`config.mk`:
```
export PLATFORM = sky130hd
export DESIGN_NAME = pb_debounce_multi_flat
export DESIGN_NICKNAME = d
export VERILOG_FILES = /design/src/rtl/pb_debounce_multi_if.sv /design/src/rtl/pb_debounce_multi.sv /design/src/flat_wrapper.sv
export SDC_FILE = /design/constraint.sdc
export NUM_CORES = 1
export LEC_CHECK = 0
export ABC_CLOCK_PERIOD_IN_PS = 2370
export BUFFER_PORTS_ARGS = -buffer_cell sky130_fd_sc_hd__buf_2
export CAP_MARGIN = 10
export CORE_MARGIN = 5
export CORE_UTILIZATION = 45
export CTS_BUF_LIST = sky130_fd_sc_hd__clkbuf_4
export DETAILED_ROUTE_END_ITERATION = 10
export PLACE_DENSITY = 0.74
export SLEW_MARGIN = 20
export SYNTH_ARGS = -nofsm -noshare
export SYNTH_HDL_FRONTEND = slang
export SYNTH_SLANG_ARGS = --single-unit
```
`constraint.sdc`:
```
create_clock -name clk -period 2.37 [get_ports clk]
set_input_delay 0.3555 -clock clk [delete_from_list [all_inputs] [get_ports clk]]
set_output_delay 0.3555 -clock clk [all_outputs]
set_load 0.02 [all_outputs]
```
`src/rtl/pb_debounce_multi_if.sv`:
```
// Push-button conditioner bus.
//   PB         : raw button inputs, asynchronous to the consumer clock
//   level      : debounced state, 1 = pressed
//   pressed    : one-cycle pulse on level 0->1
//   released   : one-cycle pulse on level 1->0
//   long_press : one-cycle pulse when a hold reaches the long-press length
//   held_long  : high from long_press until release
// master = board/button side (drives PB), slave = conditioner.
interface pb_debounce_multi_if #(
    parameter int N_BTN = 4
);
    logic [N_BTN-1:0] PB;
    logic [N_BTN-1:0] level;
    logic [N_BTN-1:0] pressed;
    logic [N_BTN-1:0] released;
    logic [N_BTN-1:0] long_press;
    logic [N_BTN-1:0] held_long;

    modport master (output PB, input level, pressed, released, long_press, held_long);
    modport slave  (input PB, output level, pressed, released, long_press, held_long);
endinterface

```
`src/rtl/pb_debounce_multi.sv`:
```
// Multi-channel push-button conditioner: per channel a 2-flop synchroniser,
// a stability-counter debouncer and registered press/release/long-press pulses.
// Ports:
//   clk   : system clock, rising edge
//   rst_n : asynchronous active-low reset
//   bus   : pb_debounce_multi_if.slave (PB in; level/pressed/released/
//           long_press/held_long out), bit i belongs to channel i

// One button channel.
module pb_debounce_ch #(
    parameter int DB_CYCLES   = 50000,
    parameter int LONG_CYCLES = 25_000_000,
    parameter bit ACTIVE_LOW  = 1'b1
) (
    input  logic clk,
    input  logic rst_n,
    input  logic pb,
    output logic level,
    output logic pressed,
    output logic released,
    output logic long_press,
    output logic held_long
);
    localparam int DBW = $clog2(DB_CYCLES + 1);
    localparam int LW  = $clog2(LONG_CYCLES + 1);
    localparam logic INACT = ACTIVE_LOW;
    localparam logic [DBW-1:0] DB_LAST = DBW'(DB_CYCLES - 1);
    localparam logic [LW-1:0]  LMAX    = LW'(LONG_CYCLES);

    logic           sync1, sync2, s;
    logic           toggle, level_nx, long_hit;
    logic [DBW-1:0] db_cnt, db_cnt_nx;
    logic [LW-1:0]  hold_cnt, hold_cnt_nx;

    // Normalise to 1 = pressed.
    assign s = sync2 ^ INACT;

    always_comb begin
        toggle      = 1'b0;
        db_cnt_nx   = '0;
        hold_cnt_nx = '0;
        long_hit    = 1'b0;
        if (s != level) begin
            if (db_cnt == DB_LAST) toggle = 1'b1;
            else                   db_cnt_nx = db_cnt + 1'b1;
        end
        level_nx = level ^ toggle;
        // The hold counter reads 0 in every cycle where level is low or the
        // press pulse is showing, so it holds LONG_CYCLES exactly LONG_CYCLES
        // edges after the press edge. A release toggle forces level_nx low,
        // which is what makes a simultaneous release beat the long press.
        if (level_nx && !toggle) begin
            if (hold_cnt != LMAX) begin
                hold_cnt_nx = hold_cnt + 1'b1;
                long_hit    = (hold_cnt_nx == LMAX);
            end else begin
                hold_cnt_nx = hold_cnt;
            end
        end
    end

    always_ff @(posedge clk or negedge rst_n) begin
        if (!rst_n) begin
            sync1      <= INACT;
            sync2      <= INACT;
            db_cnt     <= '0;
            hold_cnt   <= '0;
            level      <= 1'b0;
            pressed    <= 1'b0;
            released   <= 1'b0;
            long_press <= 1'b0;
            held_long  <= 1'b0;
        end else begin
            sync1      <= pb;
            sync2      <= sync1;
            db_cnt     <= db_cnt_nx;
            hold_cnt   <= hold_cnt_nx;
            level      <= level_nx;
            pressed    <= toggle & level_nx;
            released   <= toggle & ~level_nx;
            long_press <= long_hit;
            held_long  <= level_nx & (held_long | long_hit);
        end
    end
endmodule

module pb_debounce_multi #(
    parameter int N_BTN       = 4,
    parameter int DB_CYCLES   = 50000,
    parameter int LONG_CYCLES = 25_000_000,
    parameter bit ACTIVE_LOW  = 1'b1
) (
    input logic              clk,
    input logic              rst_n,
    pb_debounce_multi_if.slave bus
);
    logic [N_BTN-1:0] level_w, pressed_w, released_w, long_w, held_w;

    for (genvar i = 0; i < N_BTN; i++) begin : g_ch
        pb_debounce_ch #(
            .DB_CYCLES  (DB_CYCLES),
            .LONG_CYCLES(LONG_CYCLES),
            .ACTIVE_LOW (ACTIVE_LOW)
        ) u_ch (
            .clk       (clk),
            .rst_n     (rst_n),
            .pb        (bus.PB[i]),
            .level     (level_w[i]),
            .pressed   (pressed_w[i]),
            .released  (released_w[i]),
            .long_press(long_w[i]),
            .held_long (held_w[i])
        );
    end

    assign bus.level      = level_w;
    assign bus.pressed    = pressed_w;
    assign bus.released   = released_w;
    assign bus.long_press = long_w;
    assign bus.held_long  = held_w;
endmodule

```
`src/flat_wrapper.sv`:
```
// flat-port wrapper written by rule: the top's interface ports become plain ports
module pb_debounce_multi_flat 
#(
    parameter int N_BTN       = 4,
    parameter int DB_CYCLES   = 50000,
    parameter int LONG_CYCLES = 25_000_000,
    parameter bit ACTIVE_LOW  = 1'b1
)
  (clk, rst_n, bus_PB, bus_level, bus_pressed, bus_released, bus_long_press, bus_held_long);
  pb_debounce_multi_if #(.N_BTN(N_BTN)) bus_i ();
  input logic clk;
  input logic rst_n;
  input wire logic [$bits(bus_i.PB)-1:0] bus_PB;
  output wire logic [$bits(bus_i.level)-1:0] bus_level;
  output wire logic [$bits(bus_i.pressed)-1:0] bus_pressed;
  output wire logic [$bits(bus_i.released)-1:0] bus_released;
  output wire logic [$bits(bus_i.long_press)-1:0] bus_long_press;
  output wire logic [$bits(bus_i.held_long)-1:0] bus_held_long;
  assign bus_i.PB = bus_PB;
  assign bus_level = bus_i.level;
  assign bus_pressed = bus_i.pressed;
  assign bus_released = bus_i.released;
  assign bus_long_press = bus_i.long_press;
  assign bus_held_long = bus_i.held_long;
  pb_debounce_multi #(.N_BTN(N_BTN), .DB_CYCLES(DB_CYCLES), .LONG_CYCLES(LONG_CYCLES), .ACTIVE_LOW(ACTIVE_LOW)) u_core (.clk(clk), .rst_n(rst_n), .bus(bus_i));
endmodule
```
Yosys cells after proc, flatten, opt, wreduce, memory -nomap -nowiden
Cells that the tools add are included.
W data, S select, Z words.

storage, ports and cells
  flip-flop bits (word level) = 192
  bits in latches = 0
  RAM bits = 0
  memory bits (read-only) = 0
  input bits = 6
  output and inout bits = 20
  memories kept = 0

operators by class
  add/sub/neg operators = 8
  multiply operators = 0
  divide/modulo/power cells = 0
  magnitude comparators = 0
  eq/ne operators = 20
  shifts and indexed selects = 0
  multiplexer cells = 32
  bitwise logic cells = 28
  reductions and logical operators = 8

operator list
  kind                     count
  $mux W25                 8
  $mux W16                 8
  $add A25 B1 Y25 const B  4
  $eq A25 B25 Y1 const B   4
  $ne A25 B25 Y1 const B   4
  $add A16 B1 Y16 const B  4
  $eq A16 B16 Y1 const B   4
  $mux W1                  16
  $and A1 B1 Y1            12
  $ne A2 B1 Y1 const B     4
  $not A1 Y1               8
  $logic_and A1 B1 Y1      4
  $logic_not A1 Y1         4
  $ne A1 B1 Y1             4
  $or A1 B1 Y1             4
  $xor A1 B1 Y1            4

Logic depth before layout (Yosys ltp)
Gate-level depths: netlist of run 1.

  depth in word-level cells = 8
  gate-level depth with buffers = 10
  mapped depth without buffers = 10

Modules after synthesis
Synthesis of run 1 repeated with hierarchy kept, for this count alone.

unflattened totals
  cells, all modules = 1064
  area, all modules = 10570.1 sq um

by module, submodules not included
  module          times used  cells an instance  area an instance (sq um)  sequential area each (sq um)
  pb_debounce_ch  4           266                2642.5                    1203.7

Worst setup path before layout of run 1
Ideal clock, no wire load.

  kind = register to register
  start point = register u_core.g_ch[2].u_ch.db_cnt[0]
  end point = register u_core.g_ch[2].u_ch.long_press
  setup time = 0.125 ns
  arrival time = 2.136 ns
  required time = 2.245 ns
  slack = 0.108 ns
  stages on the path, launching flop included = 11
  buffers on the path = 0
  cells stage by stage = dfrtp_1 -> ha_1 -> and3_1 -> nand4_1 -> nand2b_1 -> ha_1 -> inv_1 -> a41o_1 -> nor3_1 -> nand4_1 -> a2111oi_0

between the ends
  longest elaborated chain between the ends = 6

ends and longest elaborated chain
  item                                                      line                                              text
  start: declaration                                        pb_debounce_multi.sv:32                           logic [DBW-1:0] db_cnt, db_cnt_nx;
  start signal: assignment                                  pb_debounce_multi.sv:76                           db_cnt <= db_cnt_nx;
  $eq A16 B16 Y1 *                                          pb_debounce_multi.sv:44                           if (db_cnt == DB_LAST) toggle = 1'b1;
  $mux W1 *                                                 pb_debounce_multi.sv:44
  $mux W1 *                                                 pb_debounce_multi.sv:43                           if (s != level) begin
  $xor A1 B1 Y1 / $logic_not A1 Y1 (equally long branches)  pb_debounce_multi.sv:47, pb_debounce_multi.sv:52
  $logic_and A1 B1 Y1 *                                     pb_debounce_multi.sv:52                           if (level_nx && !toggle) begin
  $mux W1 *                                                 pb_debounce_multi.sv:52
  named net u_core.g_ch[2].u_ch.long_hit                    pb_debounce_multi.sv:31                           logic toggle, level_nx, long_hit;
  end signal: assignment                                    pb_debounce_multi.sv:81                           long_press <= long_hit;
  end: declaration                                          pb_debounce_multi.sv:21                           output logic long_press,

The timed path passes the listed nets; every way through them passes the cells marked *.
A chain may end at the register's enable or synchronous reset.

Final worst setup path of run 1
  start point = register u_core.g_ch[0].u_ch.hold_cnt[1]
  end point = register u_core.g_ch[0].u_ch.hold_cnt[5]

between the ends
  longest elaborated chain between the ends = 3

ends and longest elaborated chain
  item                      line                     text
  start: declaration        pb_debounce_multi.sv:33  logic [LW-1:0] hold_cnt, hold_cnt_nx;
  start signal: assignment  pb_debounce_multi.sv:77  hold_cnt <= hold_cnt_nx;
  $add A25 B1 Y25           pb_debounce_multi.sv:54  hold_cnt_nx = hold_cnt + 1'b1;
  $mux W25                  pb_debounce_multi.sv:53  if (hold_cnt != LMAX) begin
  $mux W25                  pb_debounce_multi.sv:52

Parallel ways exist; a longest one is shown, timed or not. The select of a mux whose other input is x is not followed.

==> impl_metrics.tcl, run 1 <==
set metrics [dict create \
    grt_antenna_before_repair 1 \
    synth_simple_gate_area_share_pct 28.9 \
    leakagePower_nw 4.97 \
    critPathArrivalTime_ps 2710 \
    die_w_um 163 \
    track_usage_pct 16.7 \
    vdd_drop_max_mv 0.291 \
    syn_area_per_cell_sq_um 9.46 \
    finalSetupViolations 0 \
    rows 56 \
    power_density_nw_per_um2 439 \
    required_ps 2820 \
    first_global_vias 7893 \
    synth_fa_ha_area_share_pct 2.85 \
    setup.worst_path.end_class "register" \
    dpl_worst_slack_ps -64.8 \
    dp_hpwl_um 15700 \
    overflow 0 \
    dp.cells 1482 \
    layout-drive-gt1-share_pct 16.6 \
    layout_commonest_cell "dfrtp_1" \
    fin_crit_ps 2270 \
    clock_sinks 192 \
    cts_max_path_buffers 2 \
    area_delta_synth_final_pct 12.8 \
    grt_max_degree 64 \
    tritoncts "done" \
    worstMarginPinSlew_ps 542 \
    synth.distinct_cells 77 \
    r2r_start "u_core.g_ch[0].u_ch.hold_cnt[1]" \
    fin_area_sq_um 11900 \
    place_congestion 0.874 \
    tns_ps 0 \
    slew_violations 0 \
    synth_fp_nets 1144 \
    clock_skew_ps 37.1 \
    post_drt_wl_per_cell_um 14.1 \
    drt-initial-drc-count 620 \
    synth_ff_type "dfrtp_1" \
    yosys_warnings 0 \
    final_cells 1528 \
    pin_count 26 \
    start_util_pct 45.3 \
    dieArea_sq_um 26600 \
    rrSetupSlack_ps 100 \
    synth_top_family_by_area "simple AND/OR/NAND/NOR gates" \
    coreArea_sq_um 23300 \
    async_reset_ff_share_pct 100 \
    status "finished clean" \
    die_y_um 163 \
    ys_seq_elements 192 \
    cts-root-buf "clkbuf_4" \
    setup_ws_ps 102 \
    mostFrequentLayoutCells "dfrtp_1, nor2_1, buf_4, nand2_1, xnor2_1" \
    synth-edff-count 0 \
    grt_pass1_wl_um 37200 \
    layout.nets 1225 \
    wl_um 21500 \
    clock.fmax_mhz 441 \
    yosys-mux-area-fraction_pct 0.498 \
    route.detailed.drc 0 \
    port_buffers 25 \
    slew-limit-headroom_pct 63.4 \
    via_per_inst 5.33 \
    hp-class "in2async" \
    rr_endpoint "u_core.g_ch[0].u_ch.hold_cnt[5]" \
    hold_violations 0 \
    clk_latency_ps 570 \
    ant_nets 0 \
    crit_type "reg2reg" \
    dr.pass1.iters 5 \
    synth_xor_area_share_pct 12.2 \
    cts_max_level 4 \
    max-cap-violations 0 \
    critPathMaxFanout 6 \
    synth_area_sq_um 10500 \
    vias 8149 \
    placed_area_sq_um 11400 \
    synth_cells 1114 \
    min_period_over_period_pct 95.7 \
    r2r_cells 7 \
    clk_pin_slew_ps 160 \
    cts_buffers 17 \
    power_w 0.00523 \
    synth_compound_area_share_pct 5.72 \
    yosysSeqAreaShare_pct 45.7 \
    start_kind "register" \
]
## power breakdown
part | switching [W] | internal [W]
sequential | 0.0000148 | 0.00331
clock | 0.00111 | 0.000655
combinational | 0.0000968 | 0.0000396
total | 0.00123 | 0.00400
## timing repair
item,in CTS,in global routing
setup buffers,0,8
setup endpoints to repair,1,19
resized for setup,3,23
hold endpoints to repair,59,0
hold buffers,5,0
pin swaps,0,5
## kinds of logic after synthesis
group | count (synthesis)
AO/OA/AOI/OAI | 86
XOR/XNOR | 147
adder cells (fa/ha/maj) | 24
buffers and inverters | 92
flip-flops | 192
multiplexers | 5
AND/OR/NAND/NOR | 568
## sequential cells by signal, indices dropped and copies added (netlist names)
signal / count
u_core.g_ch.u_ch.hold_cnt: 100
u_core.g_ch.u_ch.db_cnt: 64
u_core.g_ch.u_ch.held_long: 4
u_core.g_ch.u_ch.level: 4
u_core.g_ch.u_ch.long_press: 4
u_core.g_ch.u_ch.pressed: 4
u_core.g_ch.u_ch.released: 4
u_core.g_ch.u_ch.sync1: 4
u_core.g_ch.u_ch.sync2: 4
## routing by layer
layer | GRT usage (%) | up-vias | part of all wire (%)
met5 | 0 | - | 0
met4 | 4.50 | 0 | 1.6
met3 | 2.47 | 31 | 3.4
met2 | 28.4 | 147 | 49
met1 | 22.3 | 3979 | 46
li1 | - | 3992 | -
## cell usage after synthesis (3+ instances only)
library cell / number / area [sq um]
xnor2_1: 82 / 718
o21ai_0: 18 / 90.1
or2_1: 3 / 18.8
nand4_1: 38 / 238
a21boi_0: 6 / 45.0
nand3_1: 76 / 380
a211oi_1: 3 / 22.5
nor2b_1: 13 / 81.3
or4_1: 5 / 37.5
inv_1: 35 / 131
buf_2: 11 / 55.1
nor2_1: 166 / 623
clkbuf_1: 23 / 86.3
and4_1: 7 / 61.3
nand2b_1: 6 / 37.5
nand2_1: 81 / 304
o22ai_1: 3 / 18.8
nor4b_1: 7 / 61.3
a211o_1: 4 / 35.0
or3_1: 12 / 75.1
nor3b_1: 9 / 67.6
a21oi_1: 20 / 100
and2_1: 23 / 144
nand4b_1: 8 / 70.1
ha_1: 24 / 300
nand3b_1: 3 / 22.5
nor4_1: 15 / 93.8
dfstp_2: 8 / 210
buf_4: 22 / 165
nor4bb_1: 3 / 30.0
mux2i_1: 3 / 30.0
nor4_2: 7 / 87.6
a31oi_1: 3 / 18.8
nor3_1: 29 / 145
xor2_1: 65 / 569
or4b_1: 3 / 30.0
dfrtp_1: 184 / 4600
and3_1: 35 / 219
## worst max path at each step
stage,from,end,slack (ps),depth (start not counted)
6_report,u_core.g_ch[0].u_ch.hold_cnt[1],u_core.g_ch[0].u_ch.hold_cnt[5],100,7
5_1_grt,u_core.g_ch[0].u_ch.db_cnt[5],u_core.g_ch[0].u_ch.held_long,-20,10
4_1_cts,u_core.g_ch[0].u_ch.hold_cnt[1],u_core.g_ch[0].u_ch.held_long,30,7
3_5_place_dp,u_core.g_ch[2].u_ch.db_cnt[0],u_core.g_ch[2].u_ch.long_press,-60,10
3_3_place_gp,u_core.g_ch[2].u_ch.db_cnt[0],u_core.g_ch[2].u_ch.long_press,70,10
2_1_floorplan,u_core.g_ch[2].u_ch.db_cnt[0],u_core.g_ch[2].u_ch.long_press,110,10
## critical path: stages, from the launching register on
cell and delay [ps]:
dfrtp_2 490, inv_1 110, ha_1 140, nand4bb_1 90, or4_1 560, o41ai_4 500, buf_4 220, nor2_1 60
## per-stage QoR
stage / hold WS [ps] / utilization, %
final: 325 / 51.1
after global routing: 331 / 51.1
after CTS: 301 / 50.4
after detailed placement: 351 / 48.9
after global placement: 346 / 48.9
after floorplan: 59.9 / -
## area by class of cell
| type | instances | area [sq um] |
|---|---|---|
| clock buffer | 19 | 143 |
| fill | 2143 | 11400 |
| tap | 319 | 399 |
| timing repair buffer | 119 | 865 |
| antenna | 1 | 2.50 |
| sequential | 192 | 4820 |
| clock inverter | 13 | 138 |
| multi-input combinational | 830 | 5400 |
| inverter | 35 | 131 |
Note: power is estimated with default switching activity, not from simulation.
==> run 2: changes to the inputs <==
- BUFFER_PORTS_ARGS: -buffer_cell sky130_fd_sc_hd__buf_2 -> unset
- CORE_UTILIZATION: 45 -> 29
- DONT_BUFFER_PORTS: unset -> 1
- PLACE_DENSITY: 0.74 -> 0.55
==> impl_metrics.tcl, run 2 (synthesized netlist as in run 1, its figures left out) <==
set metrics [dict create \
    vdd_drop_max_mv 0.230 \
    layout-drive-gt1-share_pct 15.4 \
    power_w 0.00536 \
    hold_violations 192 \
    p_sw_share_pct 25.0 \
    grt_pass1_wl_um 39800 \
    critPathArrivalTime_ps 2770 \
    finalSetupViolations 0 \
    fin_hold_ws_ps -559 \
    rows 69 \
    clock.fmax_mhz 439 \
    clk_pin_slew_ps 170 \
    critPathMaxFanout 6 \
    status "finished with violations" \
    clk_latency_ps 600 \
    worstMarginPinSlew_ps 496 \
    dp.cells 1609 \
    mostFrequentLayoutCells "dfrtp_1, nor2_1, buf_4, xnor2_1, nand2_1" \
    setup.worst_path.end_class "register" \
    hp-class "in2async" \
    crit_type "reg2reg" \
    seq_power_share_pct 61.9 \
    port_buffers 0 \
    dieArea_sq_um 40300 \
    min_period_over_period_pct 96.2 \
    pin_count 26 \
    power_density_nw_per_um2 446 \
    dr.pass1.iters 4 \
    reg.largest.list "u_core.g_ch.u_ch.hold_cnt (100), u_core.g_ch.u_ch.db_cnt (64)" \
    first_global_vias 8081 \
    wl_um 22600 \
    layout.nets 1208 \
    regMostFlops "u_core.g_ch.u_ch.hold_cnt" \
    cts-root-buf "clkbuf_4" \
    max-cap-violations 0 \
    route.detailed.drc 0 \
    via_per_inst 4.86 \
    slew_violations 0 \
    vias 8028 \
    die_w_um 201 \
    cts_buffers 17 \
    combPwrFrac_pct 1.1 \
    overflow 0 \
    final_cells 1653 \
    fin_crit_ps 2280 \
    grt_antenna_before_repair 1 \
    switchingPower_w 0.00134 \
    clock_sinks 192 \
    start_kind "register" \
    layout_commonest_cell "dfrtp_1" \
    grt_max_degree 193 \
    post_cts_hold_buffer_count 4 \
    dp_hpwl_um 15800 \
    required_ps 2870 \
    ant_nets 0 \
    largest_reg_flops 100 \
    cts_max_path_buffers 2 \
    violations "negative hold slack" \
    fillCellCount 3704 \
    coreArea_sq_um 35700 \
    start_util_pct 29.5 \
    area_delta_synth_final_pct 14.2 \
    place_congestion 0.885 \
    intPower_w 0.00402 \
    slew-limit-headroom_pct 66.8 \
    leakagePower_nw 4.91 \
    clock_skew_ps 29.3 \
    post_drt_wl_per_cell_um 13.7 \
    cts_max_level 4 \
    die_y_um 201 \
    pwr-share-clk_pct 37.0 \
    tritoncts "done" \
    track_usage_pct 11.6 \
    drt-initial-drc-count 353 \
]
run 2: per-layer routing:
metal | part of all wire (%) | vias up | track usage [%]
met2 | 46 | 122 | 18.4
met3 | 3.6 | 19 | 2.50
met1 | 49 | 3927 | 16.1
met5 | 0 | - | 0
li1 | - | 3960 | -
met4 | 1.4 | 0 | 3.05
run 2: final timing paths:
kind	startpoint	end	slack, ps	depth (start not counted)
max in group asynchronous	rst_n	u_core.g_ch[1].u_ch.sync2	2520	0
hold reg to reg	u_core.g_ch[3].u_ch.sync1	u_core.g_ch[3].u_ch.sync2	370	0
setup / recovery	u_core.g_ch[0].u_ch.hold_cnt[3]	u_core.g_ch[0].u_ch.held_long	90	5
min in group clk	bus_PB[1]	u_core.g_ch[1].u_ch.sync1	290	1
setup reg to reg	u_core.g_ch[0].u_ch.hold_cnt[3]	u_core.g_ch[0].u_ch.held_long	90	5
hold / removal	rst_n	u_core.g_ch[3].u_ch.hold_cnt[10]	-560	0
run 2: timing repair:
action	in CTS	in global routing
setup buffers	0	7
endpoints found under the hold margin	196	192
pin swaps	0	4
setup endpoints to repair	3	29
resized for setup	4	23
run 2: final cells by class:
type | instances | area [sq um] | area share (%)
multi-input combinational | 830 | 5410 | 44.9
sequential | 192 | 4820 | 40.1
timing repair buffer | 102 | 776 | 6.44
tap | 461 | 577 | 4.79
clock inverter | 15 | 195 | 1.62
inverter | 35 | 131 | 1.09
clock buffer | 17 | 128 | 1.06
antenna | 1 | 2.50 | 0.0208
run 2: critical path, stage by stage (launching register included):
cell and delay (ps):
dfrtp_2 470, or4b_1 550, a21oi_1 170, o221ai_1 190, or4_1 560, o32ai_2 260
run 2: per-stage QoR:
stage               util, %  setup WS, ps  instance area [sq um]  setup TNS [ps]
floorplan                 -           108                  10500               0
detailed placement     32.2         -26.0                  11500           -26.0
global placement       32.2          49.7                  11500               0
global route           33.7         -8.88                  12000           -12.8
CTS                    33.2         0.633                  11900               0
finish                 33.7          90.5                  12000               0
run 2: power by group through the flow:
stage	logic [W]	clock network (W)	registers, W
6_report	0.0000589	0.00198	0.00332
5_1_grt	0.0000687	0.00222	0.00333
2_1_floorplan	0.0000387	0	0.00338
4_1_cts	0.0000587	0.00210	0.00332
3_3_place_gp	0.0000518	0	0.00338
3_5_place_dp	0.0000531	0	0.00338
==> run 3: changes to the inputs <==
- BUFFER_PORTS_ARGS: unset -> -buffer_cell sky130_fd_sc_hd__buf_2
- DONT_BUFFER_PORTS: 1 -> unset
- PLACE_DENSITY: 0.55 -> 0.56
==> impl_metrics.tcl, run 3 (synthesized netlist as in run 1, its figures left out) <==
set metrics [dict create \
    port_buffers 25 \
    layout-drive-gt1-share_pct 17.1 \
    vias 8127 \
    die_w_um 201 \
    worstMarginPinSlew_ps 515 \
    first_global_vias 8196 \
    via_per_inst 4.84 \
    critPathMaxFanout 4 \
    dpl_worst_slack_ps -70.3 \
    cts-root-buf "clkbuf_4" \
    grt_max_degree 60 \
    vdd_drop_max_mv 0.242 \
    cts_buffers 17 \
    coreArea_sq_um 35700 \
    clock_skew_ps 25.6 \
    crit_family "simple AND/OR/NAND/NOR gates" \
    post_drt_wl_per_cell_um 13.7 \
    max-cap-violations 0 \
    dr.pass1.iters 5 \
    dieArea_sq_um 40300 \
    regMostFlops "u_core.g_ch.u_ch.hold_cnt" \
    fin_crit_ps 2300 \
    clk_pin_slew_ps 170 \
    start_kind "register" \
    layout_commonest_cell "dfrtp_1" \
    crit_chain "or4_1 -> or4_4 -> o41ai_4 -> or4_1 -> o32ai_2" \
    setup.worst_path.end_class "register" \
    hp-class "in2async" \
    leakagePower_nw 5.06 \
    route.detailed.drc 0 \
    min_period_over_period_pct 97.2 \
    clk_latency_ps 620 \
    power_density_nw_per_um2 432 \
    mostFrequentLayoutCells "dfrtp_1, nor2_1, buf_4, xnor2_1, nand2_1" \
    grt_pass1_wl_um 40100 \
    overflow 0 \
    critPathArrivalTime_ps 2820 \
    clock_sinks 192 \
    clock.fmax_mhz 434 \
    pin_count 26 \
    cts_max_level 4 \
    rows 69 \
    reg.largest.list "u_core.g_ch.u_ch.hold_cnt (100), u_core.g_ch.u_ch.db_cnt (64)" \
    fin_hold_ws_ps 270 \
    ant_nets 0 \
    grt_antenna_before_repair 1 \
    crit_type "reg2reg" \
    slew-limit-headroom_pct 65.7 \
    required_ps 2890 \
    wl_um 23000 \
    crit_top_cell "or4_1" \
    crit_slowest_cell "or4_1" \
    area_delta_synth_final_pct 15.5 \
    grt_setup_unrepaired "false" \
    drt-initial-drc-count 614 \
    hold_violations 0 \
    tritoncts "done" \
    largest_reg_flops 100 \
    start_util_pct 29.5 \
    cts_max_path_buffers 2 \
    track_usage_pct 11.7 \
    layout.nets 1236 \
    finalSetupViolations 0 \
    status "finished clean" \
    dp_hpwl_um 16500 \
    slowest_delay_ps 540 \
    setup_ws_ps 65.2 \
    slew_violations 0 \
    cp.buffers_inverters 0 \
    place_congestion 0.879 \
    die_y_um 201 \
]
run 3: changes by cell type in the layout (fill, tap and decap cells not counted), moves of 3 or more:
cell and change:
clkinvlp_4 +3, buf_2 +24, buf_12 +3, inv_8 -6, nor4_2 -3
run 3: final timing paths:
path | from | end | slack (ps) | depth (start not counted)
hold / removal | rst_n | u_core.g_ch[0].u_ch.hold_cnt[23] | 270 | 2
min in group clk | bus_PB[2] | u_core.g_ch[2].u_ch.sync1 | 360 | 2
max in group asynchronous | rst_n | u_core.g_ch[3].u_ch.sync1 | 1330 | 3
hold reg to reg | u_core.g_ch[0].u_ch.sync1 | u_core.g_ch[0].u_ch.sync2 | 370 | 0
setup / recovery | u_core.g_ch[0].u_ch.hold_cnt[9] | u_core.g_ch[0].u_ch.held_long | 70 | 5
setup reg to reg | u_core.g_ch[0].u_ch.hold_cnt[9] | u_core.g_ch[0].u_ch.held_long | 70 | 5
run 3: timing repair:
item                                    in CTS  in global routing
pin swaps                                    0                  5
buffers inserted                             0                  6
resized for setup                            4                 22
endpoints found under the setup margin      14                 17
endpoints found under the hold margin       57                  0
hold buffers                                 5                  0
run 3: final cells by class:
class / count / area [sq um]
Fill cell: 3706 / 23600
Multi-Input combinational cell: 830 / 5400
Sequential cell: 192 / 4820
Timing Repair Buffer: 130 / 972
Tap cell: 461 / 577
Clock inverter: 14 / 143
Inverter: 35 / 131
Clock buffer: 17 / 128
Antenna cell: 1 / 2.50
run 3: power breakdown:
part,switching [W],leakage (nW),internal [W]
registers,0.0000147,2.64,0.00331
clock network,0.00119,0.137,0.000618
logic,0.0000971,2.28,0.0000378
total,0.00130,5.06,0.00396
run 3: stage by stage:
step / instance area, sq um / utilization, % / std cells / setup TNS, ps / total power, W
after global placement: 11700 / 32.7 / 1637 / -492 / 0.00352
final: 12200 / 34.1 / 1680 / 0 / 0.00526
after detailed placement: 11700 / 32.7 / 1637 / -607 / 0.00352
after global routing: 12200 / 34.1 / 1680 / 0 / 0.00553
after CTS: 12000 / 33.7 / 1673 / 0 / 0.00540
after floorplan: 10500 / - / 1114 / 0 / 0.00342
run 3: metal layers:
metal	GRT usage [%]	vias up	part of all wire, %
met3	2.16	28	2.7
met5	0	-	0
li1	-	4009	-
met4	3.98	0	1.8
met1	16.0	3967	49
met2	18.8	123	47
run 3: worst register-to-register path, stage by stage, from the launching register on:
cell     delay (ps)
dfrtp_1         410
or4_1           540
or4_4           460
o41ai_4         500
or4_1           210
o32ai_2          90
